<file path="src/rtl/exc_vector_fetch_if.sv">
// Signal bundle between the exception vector fetch sequencer and its datapath.
// The slave modport is the sequencer; the master modport is the datapath side.
interface exc_vector_fetch_if;
    logic        exc_opcode;
    logic        exc_overflow;
    logic        exc_div0;
    logic [31:0] pc_in;
    logic [31:0] mem_data_in;
    logic [2:0]  srcaddr_sel;
    logic [31:0] epc_out;
    logic        epc_wr;
    logic [31:0] pc_out;
    logic        pc_wr;
    logic [1:0]  exc_cause;
    logic        busy;
    logic        done;

    modport master (
        output exc_opcode, exc_overflow, exc_div0, pc_in, mem_data_in,
        input  srcaddr_sel, epc_out, epc_wr, pc_out, pc_wr, exc_cause, busy, done
    );

    modport slave (
        input  exc_opcode, exc_overflow, exc_div0, pc_in, mem_data_in,
        output srcaddr_sel, epc_out, epc_wr, pc_out, pc_wr, exc_cause, busy, done
    );
endinterface

</file>
<file path="src/rtl/exc_vector_fetch.sv">
// Exception entry sequencer: saves EPC, reads the vector byte from address
// 253/254/255 by cause, loads it into the PC, then pulses done.
//
// state | meaning
// IDLE  | waiting for any exc_* request
// SAVE  | EPC write of pc_in - 4
// ADDR  | vector address driven for MEM_WAIT+1 cycles
// LOAD  | PC write of the fetched vector byte
// DONE  | one-cycle completion pulse
module exc_vector_fetch #(
    parameter int MEM_WAIT = 1
) (
    input  logic clk,
    input  logic reset,
    exc_vector_fetch_if.slave bus
);

    typedef enum logic [2:0] {
        IDLE = 3'd0,
        SAVE = 3'd1,
        ADDR = 3'd2,
        LOAD = 3'd3,
        DONE = 3'd4
    } state_t;

    localparam logic [2:0] WAIT_LOAD = 3'(MEM_WAIT);

    state_t      state;
    logic [2:0]  wait_cnt;
    logic [2:0]  srcaddr_sel;
    logic [31:0] epc_out;
    logic        epc_wr;
    logic [31:0] pc_out;
    logic        pc_wr;
    logic [1:0]  exc_cause;
    logic        busy;
    logic        done;

    logic        any_req;
    logic [1:0]  win_cause;
    logic        unused_ok;

    assign any_req = bus.exc_opcode | bus.exc_overflow | bus.exc_div0;

    // Fixed priority: opcode over overflow over divide-by-zero.
    always_comb begin
        win_cause = 2'b00;
        if (bus.exc_opcode)
            win_cause = 2'b01;
        else if (bus.exc_overflow)
            win_cause = 2'b10;
        else if (bus.exc_div0)
            win_cause = 2'b11;
    end

    always_ff @(posedge clk) begin
        if (reset) begin
            state       <= IDLE;
            wait_cnt    <= 3'd0;
            srcaddr_sel <= 3'b000;
            epc_out     <= 32'd0;
            epc_wr      <= 1'b0;
            pc_out      <= 32'd0;
            pc_wr       <= 1'b0;
            exc_cause   <= 2'b00;
            busy        <= 1'b0;
            done        <= 1'b0;
        end else begin
            epc_wr <= 1'b0;
            pc_wr  <= 1'b0;
            done   <= 1'b0;
            unique case (state)
                IDLE: begin
                    if (any_req) begin
                        state     <= SAVE;
                        exc_cause <= win_cause;
                        epc_out   <= bus.pc_in - 32'd4;
                        epc_wr    <= 1'b1;
                        busy      <= 1'b1;
                    end
                end
                SAVE: begin
                    state       <= ADDR;
                    wait_cnt    <= WAIT_LOAD;
                    // Cause code 01/10/11 maps directly onto selects 001/010/011.
                    srcaddr_sel <= {1'b0, exc_cause};
                end
                ADDR: begin
                    if (wait_cnt == 3'd0) begin
                        state       <= LOAD;
                        pc_out      <= {24'd0, bus.mem_data_in[7:0]};
                        pc_wr       <= 1'b1;
                        srcaddr_sel <= 3'b000;
                    end else begin
                        wait_cnt <= wait_cnt - 3'd1;
                    end
                end
                LOAD: begin
                    state <= DONE;
                    done  <= 1'b1;
                end
                DONE: begin
                    state <= IDLE;
                    busy  <= 1'b0;
                end
                default: begin
                    state       <= IDLE;
                    srcaddr_sel <= 3'b000;
                    busy        <= 1'b0;
                end
            endcase
        end
    end

    // Only the low byte of the memory word carries the vector.
    assign unused_ok = ^bus.mem_data_in[31:8];

    assign bus.srcaddr_sel = srcaddr_sel;
    assign bus.epc_out     = epc_out;
    assign bus.epc_wr      = epc_wr;
    assign bus.pc_out      = pc_out;
    assign bus.pc_wr       = pc_wr;
    assign bus.exc_cause   = exc_cause;
    assign bus.busy        = busy;
    assign bus.done        = done;

endmodule

</file>
<file path="src/flat_wrapper.sv">
// flat-port wrapper written by rule: the top's interface ports become plain ports
module exc_vector_fetch_flat 
#(
    parameter int MEM_WAIT = 1
)
  (clk, reset, bus_exc_opcode, bus_exc_overflow, bus_exc_div0, bus_pc_in, bus_mem_data_in, bus_srcaddr_sel, bus_epc_out, bus_epc_wr, bus_pc_out, bus_pc_wr, bus_exc_cause, bus_busy, bus_done);
  exc_vector_fetch_if bus_i ();
  input  logic clk;
  input  logic reset;
  input wire logic [$bits(bus_i.exc_opcode)-1:0] bus_exc_opcode;
  input wire logic [$bits(bus_i.exc_overflow)-1:0] bus_exc_overflow;
  input wire logic [$bits(bus_i.exc_div0)-1:0] bus_exc_div0;
  input wire logic [$bits(bus_i.pc_in)-1:0] bus_pc_in;
  input wire logic [$bits(bus_i.mem_data_in)-1:0] bus_mem_data_in;
  output wire logic [$bits(bus_i.srcaddr_sel)-1:0] bus_srcaddr_sel;
  output wire logic [$bits(bus_i.epc_out)-1:0] bus_epc_out;
  output wire logic [$bits(bus_i.epc_wr)-1:0] bus_epc_wr;
  output wire logic [$bits(bus_i.pc_out)-1:0] bus_pc_out;
  output wire logic [$bits(bus_i.pc_wr)-1:0] bus_pc_wr;
  output wire logic [$bits(bus_i.exc_cause)-1:0] bus_exc_cause;
  output wire logic [$bits(bus_i.busy)-1:0] bus_busy;
  output wire logic [$bits(bus_i.done)-1:0] bus_done;
  assign bus_i.exc_opcode = bus_exc_opcode;
  assign bus_i.exc_overflow = bus_exc_overflow;
  assign bus_i.exc_div0 = bus_exc_div0;
  assign bus_i.pc_in = bus_pc_in;
  assign bus_i.mem_data_in = bus_mem_data_in;
  assign bus_srcaddr_sel = bus_i.srcaddr_sel;
  assign bus_epc_out = bus_i.epc_out;
  assign bus_epc_wr = bus_i.epc_wr;
  assign bus_pc_out = bus_i.pc_out;
  assign bus_pc_wr = bus_i.pc_wr;
  assign bus_exc_cause = bus_i.exc_cause;
  assign bus_busy = bus_i.busy;
  assign bus_done = bus_i.done;
  exc_vector_fetch #(.MEM_WAIT(MEM_WAIT)) u_core (.clk(clk), .reset(reset), .bus(bus_i));
endmodule
</file>
<file path="config.mk">
export PLATFORM = sky130hd
export DESIGN_NAME = exc_vector_fetch_flat
export DESIGN_NICKNAME = d
export VERILOG_FILES = /design/src/rtl/exc_vector_fetch_if.sv /design/src/rtl/exc_vector_fetch.sv /design/src/flat_wrapper.sv
export SDC_FILE = /design/constraint.sdc
export NUM_CORES = 1
export LEC_CHECK = 0
export CORE_ASPECT_RATIO = 0.8
export CORE_MARGIN = 1.5
export CORE_UTILIZATION = 40
export CTS_BUF_LIST = sky130_fd_sc_hd__clkbuf_8 sky130_fd_sc_hd__clkbuf_16
export DETAILED_ROUTE_END_ITERATION = 12
export GPL_ROUTABILITY_DRIVEN = 0
export PLACE_DENSITY = 0.77
export SYNTH_ARGS = -nofsm -noshare
export SYNTH_HDL_FRONTEND = slang
export SYNTH_SLANG_ARGS = --single-unit
</file>
<file path="constraint.sdc">
create_clock -name clk -period 2.75 [get_ports clk]
set_input_delay 0.55 -clock clk [delete_from_list [all_inputs] [get_ports clk]]
set_output_delay 0.55 -clock clk [all_outputs]
set_load 0.05 [all_outputs]
</file>
## Word level (Yosys, flattened, before mapping)

Index checks and enable logic that the tools add are counted.
W data, S select, Z words.

- Flip-flop bits (word level): 55
- Bits of input ports: 69
- Output and inout port bits: 73

- Add/sub/neg operators: 2
- Equal/unequal tests: 7
- Muxes and demuxes: 15
- Bitwise operators: 6
- Reduce and logical (&&, ||, !) cells: 13

Operators by type and width:

| cell | number |
|---|---|
| $sub A32 B3 Y32 const B | 1 |
| $mux W3 | 4 |
| $pmux W3 S4 | 1 |
| $reduce_and A2 Y1 | 6 |
| $pmux W3 S3 | 1 |
| $eq A3 B2 Y1 const B | 2 |
| $logic_not A3 Y1 | 2 |
| $mux W2 | 3 |
| $pmux W3 S2 | 1 |
| $reduce_or A3 Y1 | 2 |
| $mux W1 | 4 |
| $ne A2 B1 Y1 const B | 2 |
| $not A1 Y1 | 4 |
| $reduce_or A2 Y1 | 2 |
| $eq A3 B1 Y1 const B | 1 |
| $eq A3 B3 Y1 const B | 1 |
| $sub A3 B1 Y3 const B | 1 |
| $ne A2 B2 Y1 const B | 1 |
| $or A1 B1 Y1 | 2 |
| $pmux W1 S2 | 1 |
| $reduce_bool A2 Y1 | 1 |

## Logic depth before layout (Yosys ltp)

- Word-level depth: 4
- Mapped depth: 7

## Least setup slack after synthesis

Ideal clock, no wire load.

- Kind: input to register
- Start point: input port bus_pc_in[4]
- End point: register u_core.epc_out[31], in the netlist u_core.bus.epc_out[31]
- Data arrival time: 2276 ps
- Required time: 2659 ps
- Path slack: 383 ps
- Stages on the path: 5
- Buffers on the path: 1
- Cells stage by stage: buf_6 > or4_4 > or4_4 > or4_1 > a311oi_1

- Word-level cells in the longest chain between the ends: 1

RTL lines:

| what | line | text |
|---|---|---|
| from (decl) | flat_wrapper.sv:13 | `input wire logic [$bits(bus_i.pc_in)-1:0] bus_pc_in;` |
| $sub A32 B3 Y32 | exc_vector_fetch.sv:77 | `epc_out <= bus.pc_in - 32'd4;` |
| to (signal assigned) | exc_vector_fetch.sv:77 |  |
| to (decl) | exc_vector_fetch.sv:31 | `logic [31:0] epc_out;` |

Every way passes these cells.
A chain may end at the register's enable or synchronous reset.

## Worst setup path in the final report

- Start point: input port bus_pc_in[2]
- End point: register u_core.epc_out[26], in the netlist u_core.bus.epc_out[26]

Same word-level chain as after synthesis.

==> metrics.json <==
{
  "status": {
    "result_of_the_run": "finished, final reports clean"
  },
  "cts": {
    "cts_post_setup_buffers_inserted": 0,
    "tritoncts_clock_tree": "done",
    "clkSinkCount": 54,
    "clock_tree.htree_level_count": 2,
    "cts_hold_buf": 0,
    "clk_pin_slew_ps": 110,
    "cts_repair_resize_count": 0,
    "cts_buffers": 5,
    "cts_root_buf": "clkbuf_8",
    "clock_insertion_delay_worst_skew_ps": 320,
    "clk_buf_depth": 2
  },
  "routing": {
    "drt_drc_violations_left": 0,
    "detail-route-antenna-nets": 0,
    "detailed_route_wire_length_um": 6910,
    "first_iter_violations": 85,
    "post_drt_wl_per_cell_um": 13.2,
    "dr.pass1.iters": 4,
    "total_number_of_vias": 2672,
    "vias_per_cell": 5.11
  },
  "synth": {
    "postSynthRegisterBits": 54,
    "yosys.cell_count.top_type": "dfxtp_1",
    "synthDistinctLibCells": 40,
    "post_synth_main_area_contributors": "dfxtp_1 38%, buf_4 6.9%, nor2_1 6.6%",
    "synth.top_cells.by_count": "54 x dfxtp_1, 50 x nor2_1, 26 x buf_4",
    "synth-seq-area-share_pct": 38.1,
    "synth.cell_area_um2": 2840,
    "synth-async-reset-ratio_pct": 0,
    "ys_dominant_reg_cell": "dfxtp_1",
    "yosysWarningCount": 0,
    "post_synth_inst_count": 328,
    "post-synth-top-area-fraction_pct": 38.1,
    "yosysTopAreaCell": "dfxtp_1",
    "syn_avg_cell_area_um2": 8.65,
    "synth_edf_count": 0
  },
  "sta": {
    "rsz0062_at_grt": "false",
    "report.final.hold_viol_count": 0,
    "fin_worst_skew_ps": 7.03,
    "worstMarginPinSlew_ps": 640,
    "hold_ws_ps": 466,
    "final_min_period_over_clock_period_pct": 93.2,
    "fin_tns_setup_ps": 0,
    "final-max-slew-violation-count": 0,
    "report.final.setup_viol": 0,
    "final.min_clock_period_ps": 2560,
    "worst_slew_margin_rel_pct": 57.3,
    "max_clock_freq_mhz": 390
  },
  "critical_path": {
    "critPathLaunchType": "input port",
    "path_class": "input port to flop",
    "worst_ep_arrival_time_ps": 2780,
    "timing.critical_path.required_ps": 2970,
    "critical_path.endpoint_type": "flop",
    "critPathSlowestCell": "or4_1",
    "crit_top_cell": "buf_4",
    "slowest_delay_ps": 490,
    "crit_fanout": 10,
    "crit_chain": "clkdlybuf4s50_1 > inv_1 > ha_1 > nor4b_1 > buf_4 > nand4_1 > buf_4 > or4_1 > a311oi_1"
  },
  "min_path": {
    "worst_hold_path_type": "flop to flop"
  },
  "placed_design": {
    "post-dp-hpwl_um": 5210,
    "port-buffer-count": 92
  },
  "layout": {
    "area_delta_synth_final_pct": 39.5,
    "num-nets-final": 507,
    "drive_gt1_share_pct": 11.7,
    "final_core_util_pct": 57.7,
    "num-fill-cells": 608,
    "antenna-diode-count": 0
  },
  "floorplan": {
    "num_rows": 27,
    "die_h_um": 78.3,
    "ioPinCount": 142,
    "design.die.area_um2": 7610,
    "fp.dieW_um": 97.2,
    "core_um2": 6860,
    "start_util_pct": 41.4
  },
  "global_routing": {
    "grt.total_usage_pct": 17.9,
    "global_route.overflow_total": 0,
    "wire_length_of_the_first_global_routing_pass_um": 11100,
    "largest_net_degree_at_the_start_of_global_routing": 63,
    "antenna_violations_before_repair": 0,
    "first_global_vias": 2398
  },
  "flow_run": {
    "max-cap-violations": 0
  },
  "pwr": {
    "power.static_leakage_nw": 1.48,
    "vdd_drop_max_v": 0.000551,
    "power.density_nw_per_um2": 1020
  }
}
[registers in the layout, summed over array words and instances (netlist names)]
register and cells:
u_core.bus.busy 1, u_core.bus.done 1, u_core.bus.srcaddr_sel 2, u_core.bus.pc_wr 1, u_core.bus.exc_cause 2, u_core.bus.pc_out 8, u_core.bus.epc_wr 1, u_core.bus.epc_out 32
u_core.wait_cnt 3, u_core.state 3
[power breakdown]
part           switching, mW  internal [mW]  leakage (nW)
Combinational           1.53          0.797         0.991
Clock                  0.286          0.185        0.0447
Sequential             0.181           1.05         0.446
[cell families (layout without fill, tap and decap cells)]
| kind of cell | Yosys count | in the layout | share of synthesized area (%) |
|---|---|---|---|
| multiplexers | 8 | 8 | 2.82 |
| XOR/XNOR | 10 | 10 | 3.09 |
| flip-flops | 54 | 54 | 38.1 |
| other | 1 | 25 | 0.132 |
| AO/OA/AOI/OAI | 68 | 68 | 17.7 |
| buffers and inverters | 53 | 137 | 12.5 |
| adder cells (fa/ha/maj) | 3 | 3 | 1.32 |
| AND/OR/NAND/NOR | 131 | 131 | 24.4 |
[final cells by class]
class                           instances  area, µm²  area share [%]
Multi-Input combinational cell        245       1490            37.7
Tap cell                               87        109            2.75
Timing Repair Buffer                  122       1150            29.1
Sequential cell                        54       1080            27.3
Clock inverter                          3       25.0           0.632
Clock buffer                            5       68.8            1.74
Inverter                                7       26.3           0.664
[worst max-delay path, delay by kind of cell]
kind            cells  cell delay (ps)
compound gates      1              290
fa+ha+maj           1              160
buf+inv             4              910
simple gates        3              870
[routing by layer]
metal,vias up,GRT usage [%],wire (µm)
met2,72,30.2,3210
li1,1376,-,-
met5,-,0,0
met1,1216,22.2,3190
met3,8,5.34,452
met4,0,4.93,65
[path summary, 6_finish.rpt]
| check | startpoint | end | slack (ps) | cells after the start |
|---|---|---|---|---|
| setup / recovery | bus_pc_in[2] | u_core.bus.epc_out[26] | 190 | 9 |
| hold / removal | u_core.bus.epc_out[1] | u_core.bus.epc_out[1] | 470 | 2 |
| setup reg to reg | u_core.state[0] | u_core.bus.epc_out[26] | 830 | 5 |
| hold reg to reg | u_core.bus.epc_out[1] | u_core.bus.epc_out[1] | 470 | 2 |
[per-stage QoR]
step / worst slack, ps / power (mW) / instance area [µm²] / instances
after floorplan: 383 / 2.93 / 2930 / 352
after global placement: -96.4 / 3.55 / 3860 / 515
after detailed placement: -129 / 3.58 / 3860 / 515
after CTS: 191 / 4.06 / 3960 / 523
after global routing: 11.1 / 4.27 / 3960 / 523
final: 187 / 4.03 / 3960 / 523
[cells in the final DEF, fill, tap and decap left out, drive strengths merged, types with 2 or more instances in the layout]
cell type and count:
xnor2 7, clkbuf 5, mux2i 8, or2 6, buf 31, xor2 3
a311oi 20, a32oi 2, a211oi 12, dfxtp 54, clkdlybuf4s50 91, ha 3
nand2 15, nand3 5, or3 8, o21ai 9, conb 25, nor2 50
o31ai 14, nand2b 4, inv 8, a21oi 7, nand4 5, nor3b 2
nor4 8, or4 13, nor3 9
No activity file was read; power rests on OpenSTA's default activity.
